**config.mk**
```make
export PLATFORM = sky130hd
export DESIGN_NAME = gene_stream_reader
export DESIGN_NICKNAME = d
export VERILOG_FILES = /design/src/rtl/gene_stream_reader.sv
export SDC_FILE = /design/constraint.sdc
export NUM_CORES = 1
export LEC_CHECK = 0
export CORE_MARGIN = 5
export CORE_UTILIZATION = 25
export DETAILED_ROUTE_END_ITERATION = 8
export PLACE_DENSITY = 0.5
export SLEW_MARGIN = 20
export SYNTH_ARGS = -nofsm -noshare
export SYNTH_HDL_FRONTEND = slang
export SYNTH_SLANG_ARGS = --single-unit
```
**constraint.sdc**
```tcl
create_clock -name clk -period 3.4 [get_ports clk]
set_input_delay 0.68 -clock clk [delete_from_list [all_inputs] [get_ports clk]]
set_output_delay 0.68 -clock clk [all_outputs]
set_load 0.05 [all_outputs]
```
**src/rtl/gene_stream_reader.sv**
```systemverilog
// rtl/gene_stream_reader.sv - walks one genome (nodes, then connections) into a stallable gene stream
// Optional: GENE_STREAM_DROP_DISABLED_EN turns disabled connection genes into bubbles.
module gene_stream_reader #(
  parameter int          ADDR_WIDTH = 8,
  parameter logic [63:0] TERM_GENE  = 64'hFFFF_FFFF_FFFF_FFFF
) (
  input  logic                  clk,
  input  logic                  Reset,
  input  logic                  Start,
  input  logic [ADDR_WIDTH-1:0] NodeCount,
  input  logic [ADDR_WIDTH-1:0] ConnBase,
  input  logic [ADDR_WIDTH-1:0] ConnCount,
  output logic [ADDR_WIDTH-1:0] MemAddr,
  output logic                  MemRd,
  input  logic [63:0]           MemData,
  input  logic                  Stall,
  output logic [63:0]           OutGene,
  output logic                  OutValid,
  output logic                  Busy,
  output logic                  Done,
  output logic [7:0]            MaxNodeID
);

  typedef enum logic [2:0] {S_IDLE, S_NODES, S_CONNS, S_DRAIN, S_TERM} state_t;

  localparam logic [ADDR_WIDTH-1:0] ONE = 1;

  state_t                state_q, state_d;
  logic [ADDR_WIDTH-1:0] node_cnt_q, node_cnt_d;
  logic [ADDR_WIDTH-1:0] conn_cnt_q, conn_cnt_d;
  logic [ADDR_WIDTH-1:0] conn_base_q, conn_base_d;
  logic [ADDR_WIDTH-1:0] idx_q, idx_d;
  logic                  rd_pend_q;
  logic                  skid_vld_q, skid_vld_d;
  logic [63:0]           skid_q, skid_d;
  logic [63:0]           gene_q, gene_d;
  logic                  vld_q, vld_d;
  logic [7:0]            max_q, max_d;
  logic                  issue_ok;
  logic                  keep_rd;

  // A read may only issue when its data is guaranteed a home: output free and skid empty.
  assign issue_ok = !Stall && !skid_vld_q;

  always_comb begin
    keep_rd = rd_pend_q;
`ifdef GENE_STREAM_DROP_DISABLED_EN
    if (MemData[55] && !MemData[54]) keep_rd = 1'b0;
`endif
  end

  always_comb begin
    state_d     = state_q;
    node_cnt_d  = node_cnt_q;
    conn_cnt_d  = conn_cnt_q;
    conn_base_d = conn_base_q;
    idx_d       = idx_q;
    skid_vld_d  = skid_vld_q;
    skid_d      = skid_q;
    gene_d      = gene_q;
    vld_d       = vld_q;
    max_d       = max_q;
    MemRd       = 1'b0;
    MemAddr     = '0;
    Done        = 1'b0;

    if (!Stall && vld_q && !gene_q[55] && gene_q[63:56] != 8'hFF && gene_q[47:40] >= max_q)
      max_d = gene_q[47:40];

    case (state_q)
      S_IDLE: begin
        if (Start) begin
          node_cnt_d  = NodeCount;
          conn_cnt_d  = ConnCount;
          conn_base_d = ConnBase;
          idx_d       = '0;
          max_d       = '0;
          if (NodeCount != '0)      state_d = S_NODES;
          else if (ConnCount != '0) state_d = S_CONNS;
          else                      state_d = S_DRAIN;
        end
      end
      S_NODES: begin
        MemAddr = idx_q;
        MemRd   = issue_ok;
        if (issue_ok) begin
          if (idx_q + ONE == node_cnt_q) begin
            idx_d   = '0;
            state_d = (conn_cnt_q != '0) ? S_CONNS : S_DRAIN;
          end else begin
            idx_d = idx_q + ONE;
          end
        end
      end
      S_CONNS: begin
        MemAddr = conn_base_q + idx_q;
        MemRd   = issue_ok;
        if (issue_ok) begin
          if (idx_q + ONE == conn_cnt_q) begin
            idx_d   = '0;
            state_d = S_DRAIN;
          end else begin
            idx_d = idx_q + ONE;
          end
        end
      end
      S_DRAIN: begin
        if (!Stall && !skid_vld_q && !rd_pend_q) state_d = S_TERM;
      end
      S_TERM: begin
        if (!Stall) begin
          Done    = 1'b1;
          state_d = S_IDLE;
        end
      end
      default: state_d = S_IDLE;
    endcase

    // Output register: skid entry first, then returning read, else terminator or bubble.
    if (!Stall) begin
      if (skid_vld_q) begin
        gene_d     = skid_q;
        vld_d      = 1'b1;
        skid_vld_d = 1'b0;
      end else if (keep_rd) begin
        gene_d = MemData;
        vld_d  = 1'b1;
      end else if (state_q == S_DRAIN && state_d == S_TERM) begin
        gene_d = TERM_GENE;
        vld_d  = 1'b1;
      end else begin
        gene_d = TERM_GENE;
        vld_d  = 1'b0;
      end
    end else if (keep_rd) begin
      skid_d     = MemData;
      skid_vld_d = 1'b1;
    end
  end

  always_ff @(posedge clk) begin
    if (Reset) begin
      state_q     <= S_IDLE;
      node_cnt_q  <= '0;
      conn_cnt_q  <= '0;
      conn_base_q <= '0;
      idx_q       <= '0;
      rd_pend_q   <= 1'b0;
      skid_vld_q  <= 1'b0;
      skid_q      <= TERM_GENE;
      gene_q      <= TERM_GENE;
      vld_q       <= 1'b0;
      max_q       <= '0;
    end else begin
      state_q     <= state_d;
      node_cnt_q  <= node_cnt_d;
      conn_cnt_q  <= conn_cnt_d;
      conn_base_q <= conn_base_d;
      idx_q       <= idx_d;
      rd_pend_q   <= MemRd;
      skid_vld_q  <= skid_vld_d;
      skid_q      <= skid_d;
      gene_q      <= gene_d;
      vld_q       <= vld_d;
      max_q       <= max_d;
    end
  end

  assign OutGene   = gene_q;
  assign OutValid  = vld_q;
  assign Busy      = (state_q != S_IDLE);
  assign MaxNodeID = max_q;

endmodule

```
# Word-level counts from Yosys, hierarchy flattened
# Cells that the tools add are included.
classes:
  n_eq_ne: 11
  bitwise_logic: 1
  n_addsub: 2
  order_cmp: 1
  n_mux: 29
  n_reduce_logical: 22
  div_mod_pow: 0
  shift: 0
  n_mul: 0
op_table:
  columns: ["cell", "count"]
  rows:
  - ["$mux W64", 2]
  - ["$mux W8", 8]
  - ["$pmux W8 S3", 1]
  - ["$reduce_bool A8 Y1", 3]
  - ["$mux W3", 7]
  - ["$eq A8 B8 Y1", 2]
  - ["$pmux W8 S2", 1]
  - ["$pmux W3 S5", 1]
  - ["$add A8 B1 Y8 const B", 1]
  - ["$add A8 B8 Y8", 1]
  - ["$ge A8 B8 Y1", 1]
  - ["$mux W1", 8]
  - ["$ne A8 B8 Y1 const B", 1]
  - ["$logic_and A1 B1 Y1", 7]
  - ["$eq A3 B2 Y1 const B", 2]
  - ["$eq A3 B3 Y1 const B", 2]
  - ["$ne A2 B2 Y1 const B", 3]
  - ["$reduce_bool A3 Y1", 2]
  - ["$logic_not A1 Y1", 4]
  - ["$reduce_and A2 Y1", 2]
  - ["$reduce_and A4 Y1", 1]
  - ["$reduce_or A2 Y1", 2]
  - ["$eq A3 B1 Y1 const B", 1]
  - ["$logic_not A3 Y1", 1]
  - ["2 further kinds", 2]
word_totals:
  ff_bits: 174
  latchBits: 0
  mem_count: 0
  romBits: 0
  wordCells: 77
  in_bits: 92
  out_inout_bits: 84
  ram_bits: 0

# Longest topological paths before layout
# Gate-level depths: netlist of run 1.
depth:
  depth_word: 10
  depth_mapped: 10
  depth_no_buf: 10

# Worst setup path before layout of run 1
# OpenSTA, ideal clock, no wires.
synth_timing:
  path_kind: "register -> output"
  from: "register idx_q[1]"
  to: "output port MemAddr[6]"
  arrival_time_ns: 2.312
  slack_ns: 0.408
  n_path_buf: 0
  stages_incl_launch_ff: 10
  t_required_ns: 2.720
  path_cell_list: "dfxtp_1 inv_1 fa_1 nor2b_1 o21ai_0 a21boi_0 o21a_1 or3_1 a32oi_1 nor2_1"
synth_via:
  elab_chain_len: 2
synth_rtl:
  columns: ["element", "line", "text"]
  rows:
  - ["start: declaration", "32", "logic [ADDR_WIDTH-1:0] idx_q, idx_d;"]
  - ["start signal: assignment", "159", "idx_q <= idx_d;"]
  - ["$add A8 B8 Y8", "96", "MemAddr = conn_base_q + idx_q;"]
  - ["$pmux W8 S2", "70", "case (state_q)"]
  - ["end: declaration", "13", "output logic [ADDR_WIDTH-1:0] MemAddr,"]
# Every way passes these cells.

# Final worst setup path of run 1
layout_timing:
  from: "register conn_base_q[1]"
  to: "output port MemAddr[7]"
layout_via:
  elab_chain_len: 2
layout_rtl:
  columns: ["element", "line", "text"]
  rows:
  - ["start: declaration", "31", "logic [ADDR_WIDTH-1:0] conn_base_q, conn_base_d;"]
  - ["start signal: assignment", "158", "conn_base_q <= conn_base_d;"]
  - ["$add A8 B8 Y8", "96", null]
  - ["$pmux W8 S2", "70", null]
# Every way passes these cells.

==> results.md, run 1 <==
- Starting Density: 25.1%
- Clock Power Share: 40.7%
- Clock Skews: 0.0160 ns
- DP HPWL: 17.1 mm
- Post-Layout Cell Count: 1524
- Tightest Pin Transition: 0.810 ns
- Die X: 187 um
- Net Count, Synth: 1072
- Via count: 7290
- Max Freq: 304 MHz
- Setup TNS: 0 ns
- Largest stage delay, worst path: 0.45 ns
- Clk buf depth: 2
- Synth Cell Area: 7860 sq um
- CP Buf/Inv Count: 1
- Die height: 187 um
- Crit. Startpoint: conn_base_q[1]
- Worst R2R End: idx_q[2]
- Worst VDD drop: 0.311 mV
- Worst-path clk slew: 0.08 ns
- PD cells: 473 nW/um^2
- Global Route Usage Sum: 14.3%
- Clock sink count: 174
- Placed Area: 10000 sq um
- Post-synth EDFFs: 0
- Worst R2R Setup Slack: 0.78 ns
- HP Class: reg -> reg
- Core box area: 31300 sq um
- H-tree levels: 4
- Top post-synthesis cells by area: dfxtp_1, nand3_1, mux2i_1, a21oi_1, nand2_1
- Grt ovf: 0
- Synth Register Bits: 174
- Status: finished, final reports clean
- Max FO, Critical Path: 3
- Max Cap Viol: 0
- Pleak: 4.02 nW
- Tmin final: 3.29 ns
- Syn avg cell area: 8.16 sq um
- CP delay by family, top: compound AO/OA/AOI/OAI gates
- Cell area after layout: 10700 sq um
- CP Capture Type: primary output
- RD Place Congestion: 0.872
- Post-DRT Antenna Nets: 0
- Die Area: 35100 sq um
- P_int: 0.00352 W
- Commonest non-fill, non-tap cells in the layout: dfxtp_1, clkdlybuf4s50_1, nand3_1
- IO Port Bufs: 175
- Slew Limit Headroom: 45.5%
- CTS buffer count: 17
- Register area share after synthesis: 44.3%
- Final hold violation count: 0
- DRT iter0 DRCs: 372
- Commonest non-fill, non-tap cell in the layout: dfxtp_1
- Total wire length: 25.3 mm
- Hold slack: 0.467 ns
- Startpoint Class: flop
- Clock Tree Root: clkbuf_16
- Worst path required time: 2.72 ns
- Clk Latency, worst-skew pair: 0.45 ns
- Crit path DAT: 2.61 ns
- Unrepaired setup endpoints after global routing: no
- Most common flop cell mapped by yosys: dfxtp_1
- Post-DR vias/cell: 4.78
- Count of cell types in the netlist: 57
- Vias in the first global route: 7345
- Setup Crit Path Kind: reg -> out
- CTS tree: yes
- # setup viols final: 0
- Routed len/inst: 16.6 um
- Yosys warnings: 0
- WP depth: 9
- Ant. Diodes: 0
- Ratio of final minimum period to clock period: 96.8%
- Initial antenna violation count: 1
- Sequential power share: 43.5%
- Slew Limit Fails: 0
- Critical R2R Launch: idx_q[0]
- Io pins: 176
- CP cell instances: ha_1, a21o_1, a21oi_2, o21ai_1, a2111oi_1, nor3_1, a211o_1, nand3_1, buf_12
- Ys async rst share: 0%
- Placed cell count: 1492
- Switching Share: 30.4%
- Cell count after synthesis: 963
- Gate power share: 15.8%
- Largest net degree at the start of global routing: 57
- Synth top area share: 44.3%
- DRC viols: 0
- P_sw: 0.00153 W
- Layout cells sized above 1: 7.31%
- CP endpoint: MemAddr[7]
- Nets: 1218
- First-pass GRT wire length: 40.4 mm
- Site row count: 65
- Critical-path top delay cell: a2111oi_1
- Layout overhead on the synthesized area: 35.8%
- R2r worst-path depth: 9
- Cell taking the most area after synthesis: dfxtp_1
- Initial DRT Pass Iterations: 5
layer usage:
layer  up-vias  GRT usage, %  wire length, um  part of all wire (%)
met5         -             0               11                 0.044
met3        24          3.92             1290                   5.1
li1       3640             -                -                     -
met1      3445          18.4            11800                    47
met4         2          3.78              378                   1.5
met2       179          23.8            11800                    47
power groups by stage:
| stage | Clock (W) | Sequential (W) | Combinational, W |
|---|---|---|---|
| finish | 0.00205 | 0.00220 | 0.000797 |
| global route | 0.00222 | 0.00221 | 0.000871 |
| CTS | 0.00214 | 0.00220 | 0.000807 |
| detailed placement | 0 | 0.00225 | 0.000804 |
| global placement | 0 | 0.00224 | 0.000802 |
| floorplan | 0 | 0.00228 | 0.000433 |
stage by stage:
step           power (W)  worst slack (ns)  util, %
5_1_grt          0.00530           0.00102     34.1
6_report         0.00505             0.107     34.1
3_5_place_dp     0.00305             0.451     32.1
2_1_floorplan    0.00272             0.408        -
4_1_cts          0.00515            0.0591     34.1
3_3_place_gp     0.00305             0.500     32.1
cells by family after synthesis:
logic type	share of synthesized area, %
buffers and inverters	4.73
AOI/OAI and AO/OA	12.3
adders and majority gates	2.80
DFF	44.3
and+or+nand+nor	25.0
muxes	8.15
xor gates and xnor gates	2.71
final cells by class:
class	count	area [sq um]
inverter	16	60.1
sequential	174	3490
clock buffer	17	425
timing repair buffer	200	1980
multi-input combinational	700	4030
tap	402	503
clock inverter	15	195
fill	3232	20600
worst min-delay path: cells and delay by family, from the launching register on:
kind / cells / cell delay, ns
flip-flops: 1 / 0.31
AND/OR/NAND/NOR: 2 / 0.11
flip-flops by register name, summed over array words and instances (netlist names), 3 cells and up:
register and cells:
MaxNodeID 8, OutGene 64, conn_base_q 8, conn_cnt_q 8, idx_q 8, node_cnt_q 8, skid_q 64, state_q 3
cell usage after synthesis, drive strengths merged (2+ instances only):
cell,instances
nor4,5
a21o,3
a22oi,4
nor3,10
a31oi,10
o21ai,21
nand2,131
buf,28
xor2,7
nand3b,5
or4,3
dfxtp,174
o21a,2
a2111oi,2
nor2,97
or2,2
nand4,5
or3,5
and2,2
clkbuf,45
nor2b,5
nand3,148
mux2i,64
o211ai,3
inv,16
o2111ai,4
nor4bb,2
and3,2
a21oi,107
ha,16
nand2b,7
xnor2,12
how the worst min path moves through the flow:
stage,slack (ns),end,cells past startpoint,startpoint
CTS,0.47,skid_q[47],2,skid_q[47]
floorplan,0.44,skid_q[0],2,skid_q[0]
global route,0.49,node_cnt_q[7],2,node_cnt_q[7]
global placement,0.45,skid_q[58],2,skid_q[58]
finish,0.47,skid_q[41],2,skid_q[41]
detailed placement,0.46,skid_q[63],2,skid_q[63]
what timing repair did:
item | 4_1_cts | 5_1_grt
pin swaps | 1 | 2
buffers inserted | 0 | 0
hold buffers | 0 | 0
gates resized for setup | 2 | 5
setup endpoints to repair | 1 | 2
Power figures use the tool's default switching activity.
==> run 2, diff against run 1 <==
--- a/config.mk
+++ b/config.mk
@@ -5,6 +5,7 @@
 export SDC_FILE = /design/constraint.sdc
 export NUM_CORES = 1
 export LEC_CHECK = 0
+export CAP_MARGIN = 0
 export CORE_MARGIN = 5
 export CORE_UTILIZATION = 25
 export DETAILED_ROUTE_END_ITERATION = 8
==> results of run 2 <==
Same layout as run 1: the final DEF is identical, and so are final timing and power.
